<file path="config.mk">
export PLATFORM = sky130hd
export DESIGN_NAME = user_req_arbiter
export DESIGN_NICKNAME = d
export VERILOG_FILES = /design/src/rtl/user_arb_pkg.sv /design/src/rtl/user_req_arbiter_rr_pick.sv /design/src/rtl/user_req_arbiter.sv
export SDC_FILE = /design/constraint.sdc
export NUM_CORES = 1
export LEC_CHECK = 0
export ABC_AREA = 1
export CORE_MARGIN = 2
export CORE_UTILIZATION = 35
export DETAILED_ROUTE_END_ITERATION = 8
export MAX_ROUTING_LAYER = met4
export PLACE_DENSITY_LB_ADDON = 0.15
export SLEW_MARGIN = 0
export SYNTH_ARGS = -nofsm -noshare
export SYNTH_HDL_FRONTEND = slang
export SYNTH_SLANG_ARGS = --single-unit
</file>
<file path="constraint.sdc">
create_clock -name clk -period 7.42 [get_ports clk]
set_input_delay 1.484 -clock clk [delete_from_list [all_inputs] [get_ports clk]]
set_output_delay 1.484 -clock clk [all_outputs]
set_load 0.02 [all_outputs]
</file>
<file path="src/rtl/user_arb_pkg.sv">
// user_arb_pkg
// Shared constants and types for the user request arbiter.
//   N_REQ        : default number of requesters
//   MAX_HOLD_DEF : default maximum consecutive grant cycles per owner
//   arb_state_t  : arbiter FSM state encoding
package user_arb_pkg;

  localparam int N_REQ        = 12;
  localparam int MAX_HOLD_DEF = 16;

  typedef enum logic [1:0] {
    IDLE  = 2'd0,
    GRANT = 2'd1,
    GAP   = 2'd2
  } arb_state_t;

endpackage

</file>
<file path="src/rtl/user_req_arbiter_rr_pick.sv">
// rr_pick
// Purely combinational rotating priority encoder. Returns the first set bit
// of req, searching upward from ptr and wrapping past N-1 back to 0.
// Ports:
//   req         in  N    : request vector
//   ptr         in  ID_W : index with the highest priority
//   pick_onehot out N    : one-hot winner, zero when nothing is requested
//   pick_id     out ID_W : winner index, zero when nothing is requested
//   pick_any    out 1    : at least one request is present
module rr_pick #(
  parameter int N    = 12,
  parameter int ID_W = $clog2(N)
) (
  input  logic [N-1:0]    req,
  input  logic [ID_W-1:0] ptr,
  output logic [N-1:0]    pick_onehot,
  output logic [ID_W-1:0] pick_id,
  output logic            pick_any
);

  // One spare bit so ptr + offset can exceed N-1 before being folded back.
  logic [ID_W:0] slot;
  logic          found;

  always_comb begin
    pick_onehot = '0;
    pick_id     = '0;
    found       = 1'b0;
    slot        = '0;
    for (int i = 0; i < N; i++) begin
      slot = {1'b0, ptr} + (ID_W+1)'(i);
      if (slot >= (ID_W+1)'(N)) begin
        slot = slot - (ID_W+1)'(N);
      end
      if (!found && req[slot[ID_W-1:0]]) begin
        found   = 1'b1;
        pick_id = slot[ID_W-1:0];
      end
    end
    if (found) begin
      pick_onehot[pick_id] = 1'b1;
    end
  end

  assign pick_any = |req;

endmodule

</file>
<file path="src/rtl/user_req_arbiter.sv">
// user_req_arbiter
// Round-robin arbiter sharing one downstream resource among N level-sensitive
// requesters. One owner at a time; the grant is held while the owner keeps
// requesting, and is force-released after MAX_HOLD consecutive cycles. Every
// change of owner passes through one dead GAP cycle with no grant.
// Ports:
//   clk       in  1    : clock, rising edge
//   rst       in  1    : asynchronous active-high reset
//   user_req  in  N    : level request per requester
//   gnt       out N    : one-hot grant or zero
//   gnt_valid out 1    : gnt is non-zero
//   gnt_id    out ID_W : index of current/last owner (held while idle)
//   any_req   out 1    : registered OR of user_req
//   preempt   out 1    : one-cycle pulse in the GAP after a hold timeout
module user_req_arbiter
  import user_arb_pkg::*;
#(
  parameter int N        = N_REQ,
  parameter int MAX_HOLD = MAX_HOLD_DEF,
  parameter int ID_W     = $clog2(N)
) (
  input  logic            clk,
  input  logic            rst,
  input  logic [N-1:0]    user_req,
  output logic [N-1:0]    gnt,
  output logic            gnt_valid,
  output logic [ID_W-1:0] gnt_id,
  output logic            any_req,
  output logic            preempt
);

  localparam int               CNT_W     = $clog2(MAX_HOLD);
  localparam logic [CNT_W-1:0] HOLD_LAST = CNT_W'(MAX_HOLD - 1);
  localparam logic [ID_W-1:0]  ID_LAST   = ID_W'(N - 1);

  arb_state_t       state;
  logic [ID_W-1:0]  ptr;
  logic [CNT_W-1:0] hold_cnt;

  logic [N-1:0]     pick_onehot;
  logic [ID_W-1:0]  pick_id;
  logic             pick_any;

  logic             owner_req;
  logic             hold_done;
  logic             release_now;

  rr_pick #(
    .N    (N),
    .ID_W (ID_W)
  ) u_rr_pick (
    .req         (user_req),
    .ptr         (ptr),
    .pick_onehot (pick_onehot),
    .pick_id     (pick_id),
    .pick_any    (pick_any)
  );

  assign owner_req   = user_req[gnt_id];
  assign hold_done   = (hold_cnt == HOLD_LAST);
  assign release_now = !owner_req || hold_done;

  always_ff @(posedge clk or posedge rst) begin
    if (rst) begin
      state     <= IDLE;
      gnt       <= '0;
      gnt_valid <= 1'b0;
      gnt_id    <= '0;
      any_req   <= 1'b0;
      preempt   <= 1'b0;
      ptr       <= '0;
      hold_cnt  <= '0;
    end else begin
      any_req <= |user_req;
      preempt <= 1'b0;
      case (state)
        // IDLE and GAP select identically; GAP differs only in that ptr has
        // just moved past the previous owner, making it lowest priority.
        IDLE, GAP: begin
          if (pick_any) begin
            state     <= GRANT;
            gnt       <= pick_onehot;
            gnt_valid <= 1'b1;
            gnt_id    <= pick_id;
            hold_cnt  <= '0;
          end else begin
            state <= IDLE;
          end
        end
        GRANT: begin
          if (release_now) begin
            state     <= GAP;
            gnt       <= '0;
            gnt_valid <= 1'b0;
            ptr       <= (gnt_id == ID_LAST) ? '0 : gnt_id + ID_W'(1);
            // Releasing while the owner still requests can only be a
            // timeout; a drop on the timeout edge is a normal release.
            preempt   <= owner_req;
          end else if (!hold_done) begin
            hold_cnt <= hold_cnt + CNT_W'(1);
          end
        end
        default: begin
          state     <= IDLE;
          gnt       <= '0;
          gnt_valid <= 1'b0;
        end
      endcase
    end
  end

  a_gnt_onehot0 : assert property (@(posedge clk) disable iff (rst)
    $onehot0(gnt));
  a_valid_match : assert property (@(posedge clk) disable iff (rst)
    gnt_valid == (|gnt));
  a_preempt_gap : assert property (@(posedge clk) disable iff (rst)
    preempt |-> !gnt_valid);

endmodule

</file>
# --- Yosys cells after proc, flatten, opt, wreduce, memory -nomap -nowiden ---
# Index checks and enable logic that the tools add are counted.
classes:
  n_lt_le_gt_ge: 27
  n_mux: 81
  n_reduce_logical: 33
  n_addsub: 25
  n_eq_ne: 8
op_table:
  columns: ["op", "count"]
  rows:
  - ["$mux W4", 28]
  - ["$lt A4 B5 Y1 const B", 14]
  - ["$ge A5 B4 Y1 const B", 11]
  - ["$bmux W1 S4", 13]
  - ["$sub A4 B4 Y4 const B", 12]
  - ["$mux W12", 3]
  - ["$mux W1", 31]
  - ["$pmux W12 S2", 1]
  - ["$add A4 B3 Y5 const B", 4]
  - ["$add A4 B4 Y5 const B", 4]
  - ["$logic_and A1 B1 Y1", 12]
  - ["$logic_not A1 Y1", 12]
  - ["$reduce_or A12 Y1", 1]
  - ["$add A4 B2 Y5 const B", 2]
  - ["$add A4 B1 Y4 const B", 2]
  - ["$eq A4 B4 Y1 const B", 2]
  - ["$ne A2 B2 Y1 const B", 4]
  - ["$pmux W4 S2", 1]
  - ["$reduce_and A2 Y1", 3]
  - ["$add A4 B1 Y5 const B", 1]
  - ["$demux W1 S4", 1]
  - ["$ge A4 B1 Y1 const B", 1]
  - ["$ge A4 B4 Y1 const B", 1]
  - ["$pmux W2 S2", 1]
  - ["9 further kinds", 9]
word_totals:
  input_bits: 14
  out_inout_bits: 19
  regBits: 29

# --- Longest topological paths before layout ---
# Gate-level depths: netlist (run 1).
logic_depth:
  ltp_word: 45
  ltp_mapped: 29
  ltp_nobuf: 29

# --- Cells and area by module ---
# A second synthesis (run 1) with hierarchy kept.
hier_totals:
  hier_cells: 628
  hier_area_um2: 3668.5
modules_own_cells:
  columns: ["module", "seq_area_each_um2", "instances", "cells_per_inst", "area_each_um2"]
  rows:
  - ["rr_pick", 0.0, 1, 451, 2264.7]
  - ["user_req_arbiter", 725.7, 1, 177, 1403.8]

# --- Worst setup path after synthesis (run 1) ---
# No wires, ideal clock.
synth_path:
  path_kind: "input to register"
  startpoint: "input user_req[9]"
  endpoint: "register gnt[1]"
  t_arrival_ns: 3.408
  stages: 20
  t_required_ns: 7.354
  slack_ns: 3.946
  setup_ns: 0.066
  path_buffers: 1
  path_cell_list: "inv_1 > nand2_1 > o21ai_1 > nand2_1 > nand2_1 > nor2_1 > a21oi_4 > nand3_2 > nor2_4 > nand4_4 > nor2_4 > buf_6 > nand4_2 > nor2_4 > nand3_2 > nand3_2 > nand2_2 > nor2_4 > nand2_1 > nand2_1"
synth_between:
  elab_chain_cells: 43
synth_rtl:
  columns: ["element", "line", "rtl"]
  rows:
  - ["start: declaration", "user_req_arbiter.sv:24", "input logic [N-1:0] user_req,"]
  - ["$bmux W1 S4", "user_req_arbiter_rr_pick.sv:35", "if (!found && req[slot[ID_W-1:0]]) begin"]
  - ["$mux W1 (not written as such)", "user_req_arbiter_rr_pick.sv:35", null]
  - ["$mux W1", "user_req_arbiter_rr_pick.sv:35", null]
  - ["$logic_not A1 Y1", "user_req_arbiter_rr_pick.sv:35", null]
  - ["$logic_and A1 B1 Y1", "user_req_arbiter_rr_pick.sv:35", null]
  - ["$mux W1", "user_req_arbiter_rr_pick.sv:35", null]
  - ["$logic_not A1 Y1", "user_req_arbiter_rr_pick.sv:35", null]
  - ["$logic_and A1 B1 Y1", "user_req_arbiter_rr_pick.sv:35", null]
  - ["[27 not listed]", null, null]
  - ["$mux W4", "user_req_arbiter_rr_pick.sv:35", null]
  - ["$lt A4 B5 Y1 (not written as such) or $ge A4 B1 Y1 (tied branches)", "user_req_arbiter_rr_pick.sv:41", "pick_onehot[pick_id] = 1'b1;"]
  - ["$logic_and A1 B1 Y1 (not written as such)", "user_req_arbiter_rr_pick.sv:41", null]
  - ["$mux W1 (not written as such)", "user_req_arbiter_rr_pick.sv:41", null]
  - ["$demux W1 S4", null, null]
  - ["$mux W12", "user_req_arbiter_rr_pick.sv:40", "if (found) begin"]
  - ["$mux W12", "user_req_arbiter.sv:80", "if (pick_any) begin"]
  - ["$pmux W12 S2", "user_req_arbiter.sv:76", "case (state)"]
  - ["end signal: assignment", "user_req_arbiter.sv:82", "gnt <= pick_onehot;"]
  - ["end: declaration", "user_req_arbiter.sv:25", "output logic [N-1:0] gnt,"]
# Parallel ways exist; a longest one is shown, timed or not. The select of a mux whose other input is x is not followed.
# A chain may end at the register's enable or synchronous reset.

# --- Final worst setup path (run 1) ---
layout_path:
  startpoint: "input user_req[11]"
  endpoint: "register gnt[5]"
# Same word-level chain as after synthesis.

==> out/results.ini, run 1 <==
[run_status]
status = finished, final reports clean

[floorplanning]
fp.coreArea_um2 = 10300
io_pins = 33
rows = 37
die_w_um = 107
initial_core_util = 0.358
die_area_um2 = 11300
die_height_um = 107

[worst_setup_path]
start_kind = input port
cp_common_cell = nand2_1
critical_path.top_delay_family = simple AND/OR/NAND/NOR gates
slowest_stage = clkdlybuf4s50_1
worst-endpoint-arrival_ns = 4.51
reg2reg_depth = 22
path_buf_inv = 2
max_stage_delay_ns = 0.49
worst_ep_required_time_ns = 7.65
crit_chain = clkdlybuf4s50_1 > inv_1 > nand2_1 > o21ai_1 > nand2_1 > nand2_1 > nor2_1 > a21oi_4 > nand3_2 > nor2_4 > nand4_4 > nor2_4 > nand4_1 > nor2_1 > nor2_1 > nand3_2 > nand2_2 > nor2_4 > nand2_1 > nand2_1
crit_cells = 20
cp_max_fo = 11
endpoint_kind = register
criticalPathCategory = input port to register

[timing]
setup_viol = 0
tightest_slew_ns = 1.09
hold_viol = 0
fin_crit_sh = 0.577
setup_tns_ns = 0
relSlewSlack = 0.275
timing.fmax_mhz = 233
rsz0062_at_grt = false
slew_violations = 0
finalClockSkew_ns = 0.00801
fin_crit_ns = 4.28

[route]
dr.pass1.iters = 5
wl_um = 11900
first_iter_violations = 362
drc = 0
vias_per_cell = 5.23
ant_nets = 0
post_drt_wl_per_cell_um = 15.0
vias = 4135

[placement]
placement.io_buffers = 32
placed_cell_area_um2 = 4110
detailedPlacementHpwl_um = 9250
gp_congestion = 0.900

[yosys]
synthArstFlopShare = 1.00
syn-instance-count = 622
synth_nets = 661
synth_top_area_share = 0.197
yosysTopAreaCell = dfrtp_1
synth_most_common_cell = nand2_1
ys_seq_area_frac = 0.197
synth_common_cells = nand2_1, nand3_1, inv_1
synthesis.area_um2 = 3680
ys.flop_type = dfrtp_1
synth.area.top_cells = dfrtp_1, nand2_1, nand3_1
synth-edff-count = 0
syn_avg_cell_area_um2 = 5.92
synth_warnings = 0
yosysUniqueCellTypes = 37
synth_seq_cells = 29

[layout]
final_layout_size_suffix_gt1_frac = 0.0688
nFillCells = 1160
syn2layout_area_growth_pct = 14.0
insertedDiodeCount = 0
nNetsFinal = 692
final_area_um2 = 4200

[global_routing]
grt_antenna_before_repair = 0
globalRouteMet2Util = 0.354
use_met3 = 0.0215
grt_usage = 0.221
met1_usage = 0.305
grt_max_degree = 32
grt_pass1_vias = 3806
grt-ovfl-total = 0
grt-busiest-layer = met2
grt_first_pass_wirelength_um = 19300

[run]
cap_viol_max_count = 0

[clock_tree]
htreeDepth = 2
root_buffer = clkbuf_8
cts_setup_buffers = 0
ctsLongestPathBuffers = 2
clk_latency_ns = 0.29
cts_hold_buf = 0
cts_buffers = 5
cts_sinks = 29
path_clk_slew_ns = 0.07
ctsResizeCount = 0
cts_tree = done

[min_path]
hold_path.class = register to register
min_path_cells = 2

==> worst register-to-register path, stage by stage, from the launching register on <==
cell and delay, ns:
dfrtp_1 0.68, ha_1 0.36, nand3_1 0.10, nand2_1 0.18, inv_1 0.09, ha_1 0.18, o21ai_1 0.28, nand3_1 0.15
nand2_1 0.16, inv_1 0.05, nand3_1 0.11, nand3_2 0.12, nor2_4 0.21, nand4_4 0.17, nor2_4 0.27, nand4_1 0.23
nor2_1 0.19, nor2_1 0.08, nand3_2 0.10, nand2_2 0.10, nor2_4 0.12, nand2_1 0.07, nand2_1 0.06
==> layout by cell type (no fill, tap or decap), types with 15 or more instances in the layout <==
| cell type | synthesis | final |
|---|---|---|
| inv_1 | 73 | 73 |
| clkdlybuf4s50_1 | 0 | 32 |
| ha_1 | 25 | 25 |
| a21oi_1 | 15 | 15 |
| nand2_1 | 190 | 190 |
| o21ai_0 | 33 | 33 |
| nor2_1 | 57 | 57 |
| nand3_1 | 90 | 90 |
| o21ai_1 | 21 | 21 |
| dfrtp_1 | 29 | 29 |
==> logic make-up (layout without fill, tap and decap cells) <==
group,after synthesis,count (layout),share of synthesized area
AOI/OAI and AO/OA,81,81,0.121
buffers and inverters,94,126,0.107
DFF,29,29,0.197
and+or+nand+nor,387,387,0.476
xor gates and xnor gates,6,6,0.0143
adders and majority gates,25,25,0.0850
==> registers in the layout (all words and copies together), names as in the netlist <==
signal,count
gnt,12
gnt_id,4
hold_cnt,4
ptr,4
state,2
any_req,1
gnt_valid,1
preempt,1
==> cell type report <==
class,instances,area [µm²],area share
tap,136,170,0.0405
sequential,29,726,0.173
clock buffer,5,68.8,0.0164
inverter,83,312,0.0742
clock inverter,3,17.5,0.00417
multi-input combinational,499,2560,0.610
timing repair buffer,35,343,0.0817
==> stage by stage <==
stage                     instances  setup slack, ns   util  hold WS, ns
after global routing            790             2.84  0.408        0.516
after CTS                       790             3.17  0.408        0.492
after floorplan                 622             3.95      -        0.501
after global placement          782             2.87  0.400        0.469
after detailed placement        782             2.89  0.400        0.470
final                           790             3.14  0.408        0.487
==> metal layers <==
metal,vias up,part of all wire
li1,2098,-
met4,0,0.011
met5,-,0
met2,102,0.45
met1,1922,0.50
met3,13,0.040
==> final timing paths <==
| check | start | end | slack (ns) |
|---|---|---|---|
| min in group asynchronous | rst | hold_cnt[0]$_DFFE_PP0P_ | 1.76 |
| max reg2reg | ptr[2]$_DFFE_PP0P_ | gnt[5]$_DFFE_PP0P_ | 3.31 |
| max | user_req[11] | gnt[5]$_DFFE_PP0P_ | 3.14 |
| min reg2reg | gnt_valid$_DFFE_PP0P_ | gnt_valid$_DFFE_PP0P_ | 0.49 |
| min | gnt_valid$_DFFE_PP0P_ | gnt_valid$_DFFE_PP0P_ | 0.49 |
| max in group asynchronous | rst | gnt[5]$_DFFE_PP0P_ | 5.00 |
Power of run 1 is not shown: default switching activity piles up to over one toggle a cycle in this logic, so the estimate is an artifact.
==> run 2: changes to the inputs <==
==> constraint.sdc (replaced) <==
create_clock -name clk -period 3.6 [get_ports clk]
set_input_delay 0.72 -clock clk [delete_from_list [all_inputs] [get_ports clk]]
set_output_delay 0.72 -clock clk [all_outputs]
set_load 0.02 [all_outputs]
==> run 2 against run 1 <==
Net effect: worst setup slack got worse by 2.9 ns; register-to-register slack got worse by 3.1 ns; sequential cell count did not move; non-clock buffer count rose by 64; count of clock-buffer cells in the layout rose by 2; design area rose by 19%; critical path depth rose by 3; first-iteration DRC count fell by 43%; routed wire length rose by 8.8%; clock skew rose by 0.0016 ns; final cell count rose by 8.2%; global-route usage rose by 1.1 points.
==> out/results.ini, run 2 (synthesis results as in run 1) <==
[layout]
nNetsFinal = 757
final_common_cell = nand2_1
insertedDiodeCount = 0
nFillCells = 1121
syn2layout_area_growth_pct = 35.7
layout_common_cells = nand2_1, nand3_1, inv_1
final_layout_size_suffix_gt1_frac = 0.234
regMostFlops = gnt
largest_reg_flops = 12

[min_path]
worstHoldStart = gnt_valid$_DFFE_PP0P_
hold_path.class = register to register

[floorplanning]
rows = 37
die_area_um2 = 11300
initial_core_util = 0.358
die_height_um = 107
io_pins = 33
die_w_um = 107
fp.coreArea_um2 = 10300

[route]
ant_nets = 0
drc = 0
vias_per_cell = 5.15
post_drt_wl_per_cell_um = 15.1
dr.pass1.iters = 5
vias = 4404
first_iter_violations = 205
wl_um = 12900

[global_routing]
grt_usage = 0.232
grt_antenna_before_repair = 0
grt_max_degree = 30
grt-ovfl-total = 0
grt_first_pass_wirelength_um = 20400
grt_pass1_vias = 4114

[worst_setup_path]
slowest_stage = dfrtp_2
crit_chain = inv_4 > buf_8 > ha_2 > or2_1 > nand2_1 > inv_1 > ha_1 > nand2_1 > nand2_1 > nor2_1 > nand2_1 > a21oi_2 > inv_2 > nor2_2 > o21ai_4 > nor2_4 > nand3_2 > nor2_4 > nand3_1 > buf_4 > nand3_2 > nand2_1 > o21ai_1
critPathLaunch = ptr[1]$_DFFE_PP0P_
cp_common_cell = nand2_1
start_kind = register
r2r_start = ptr[1]$_DFFE_PP0P_
path_buf_inv = 5
cp_max_fo = 11
endpoint_kind = register
critical_path.top_delay_family = simple AND/OR/NAND/NOR gates
worst-endpoint-arrival_ns = 3.59
max_stage_delay_ns = 0.47
worst_ep_required_time_ns = 3.80
criticalPathCategory = register to register

[timing]
fin_crit_ns = 3.39
setup_tns_ns = 0
slew_violations = 0
hold_viol = 0
fin_crit_sh = 0.942
setup_viol = 0
tightest_slew_ns = 0.973
timing.fmax_mhz = 295
finalClockSkew_ns = 0.00960
relSlewSlack = 0.346

[clock_tree]
cts_buffers = 5
ctsLongestPathBuffers = 2
path_clk_slew_ns = 0.07
root_buffer = clkbuf_8
cts_tree = done
htreeDepth = 2
cts_sinks = 29
cts_hold_buf = 0
clk_latency_ns = 0.28

[run]
cap_viol_max_count = 0

[placement]
placement.io_buffers = 32
detailedPlacementHpwl_um = 10200
gp_congestion = 0.926

[run_status]
status = finished, final reports clean

-- run 2: cell count changes in the layout (fill, tap and decap cells not counted), moves of 7 or more --
cell	change
nor2_1	-8
buf_4	+62
nand3_2	+7
nand2_1	-15
nand3_1	-8
o21ai_0	-7
nand2_2	+12
-- run 2: final cells by class --
class / instances / area (µm²) / area share
repair buffers: 99 / 835 / 0.167
well taps: 136 / 170 / 0.0341
clock inverters: 1 / 30.0 / 0.00601
clock buffers: 7 / 86.3 / 0.0173
flip-flops and latches: 29 / 729 / 0.146
inverters: 83 / 317 / 0.0634
multi-input cells: 500 / 2830 / 0.566
-- run 2: worst paths after layout --
check | to | slack (ns) | cells after the start
min reg2reg | gnt_valid$_DFFE_PP0P_ | 0.48 | 2
min | gnt_valid$_DFFE_PP0P_ | 0.48 | 2
max | gnt[6]$_DFFE_PP0P_ | 0.21 | 23
max in group asynchronous | ptr[0]$_DFFE_PP0P_ | 2.47 | 3
min in group asynchronous | gnt_id[1]$_DFFE_PP0P_ | 0.82 | 3
max reg2reg | gnt[6]$_DFFE_PP0P_ | 0.21 | 23
-- run 2: worst register-to-register path, stage by stage, from the launching register on --
cell and delay, ns:
dfrtp_2 0.47, inv_4 0.08, buf_8 0.16, ha_2 0.19
or2_1 0.22, nand2_1 0.07, inv_1 0.05, ha_1 0.17
nand2_1 0.06, nand2_1 0.08, nor2_1 0.10, nand2_1 0.10
a21oi_2 0.20, inv_2 0.08, nor2_2 0.13, o21ai_4 0.09
nor2_4 0.16, nand3_2 0.12, nor2_4 0.13, nand3_1 0.11
buf_4 0.19, nand3_2 0.12, nand2_1 0.09, o21ai_1 0.14
-- run 2: per-layer routing --
layer / routed length, µm / vias to the layer above / track usage
li1: - / 2224 / -
met1: 5950 / 2070 / 0.293
met2: 6180 / 88 / 0.393
met3: 531 / 22 / 0.0331
met4: 267 / 0 / 0.0575
met5: 0 / - / -
-- run 2: timing repair --
action / in CTS / in global routing
cloned: 0 / 1
setup buffers: 0 / 11
setup endpoints to repair: 5 / 16
gates resized for setup: 2 / 80
pin swaps: 0 / 30
hold endpoints to repair: 0 / 0
-- run 2: per-stage QoR --
stage          hold WS, ns  cells  setup slack (ns)  instance area, µm²  utilization
4_1_cts              0.483    843           0.00533                4630        0.450
5_1_grt              0.496    855           -0.0968                4990        0.486
6_report             0.481    855             0.210                4990        0.486
3_3_place_gp         0.463    835            0.0337                4510        0.439
3_5_place_dp         0.468    835           -0.0166                4510        0.439
2_1_floorplan        0.501    622             0.402                3680            -
Power of run 2 is left out for the same reason.
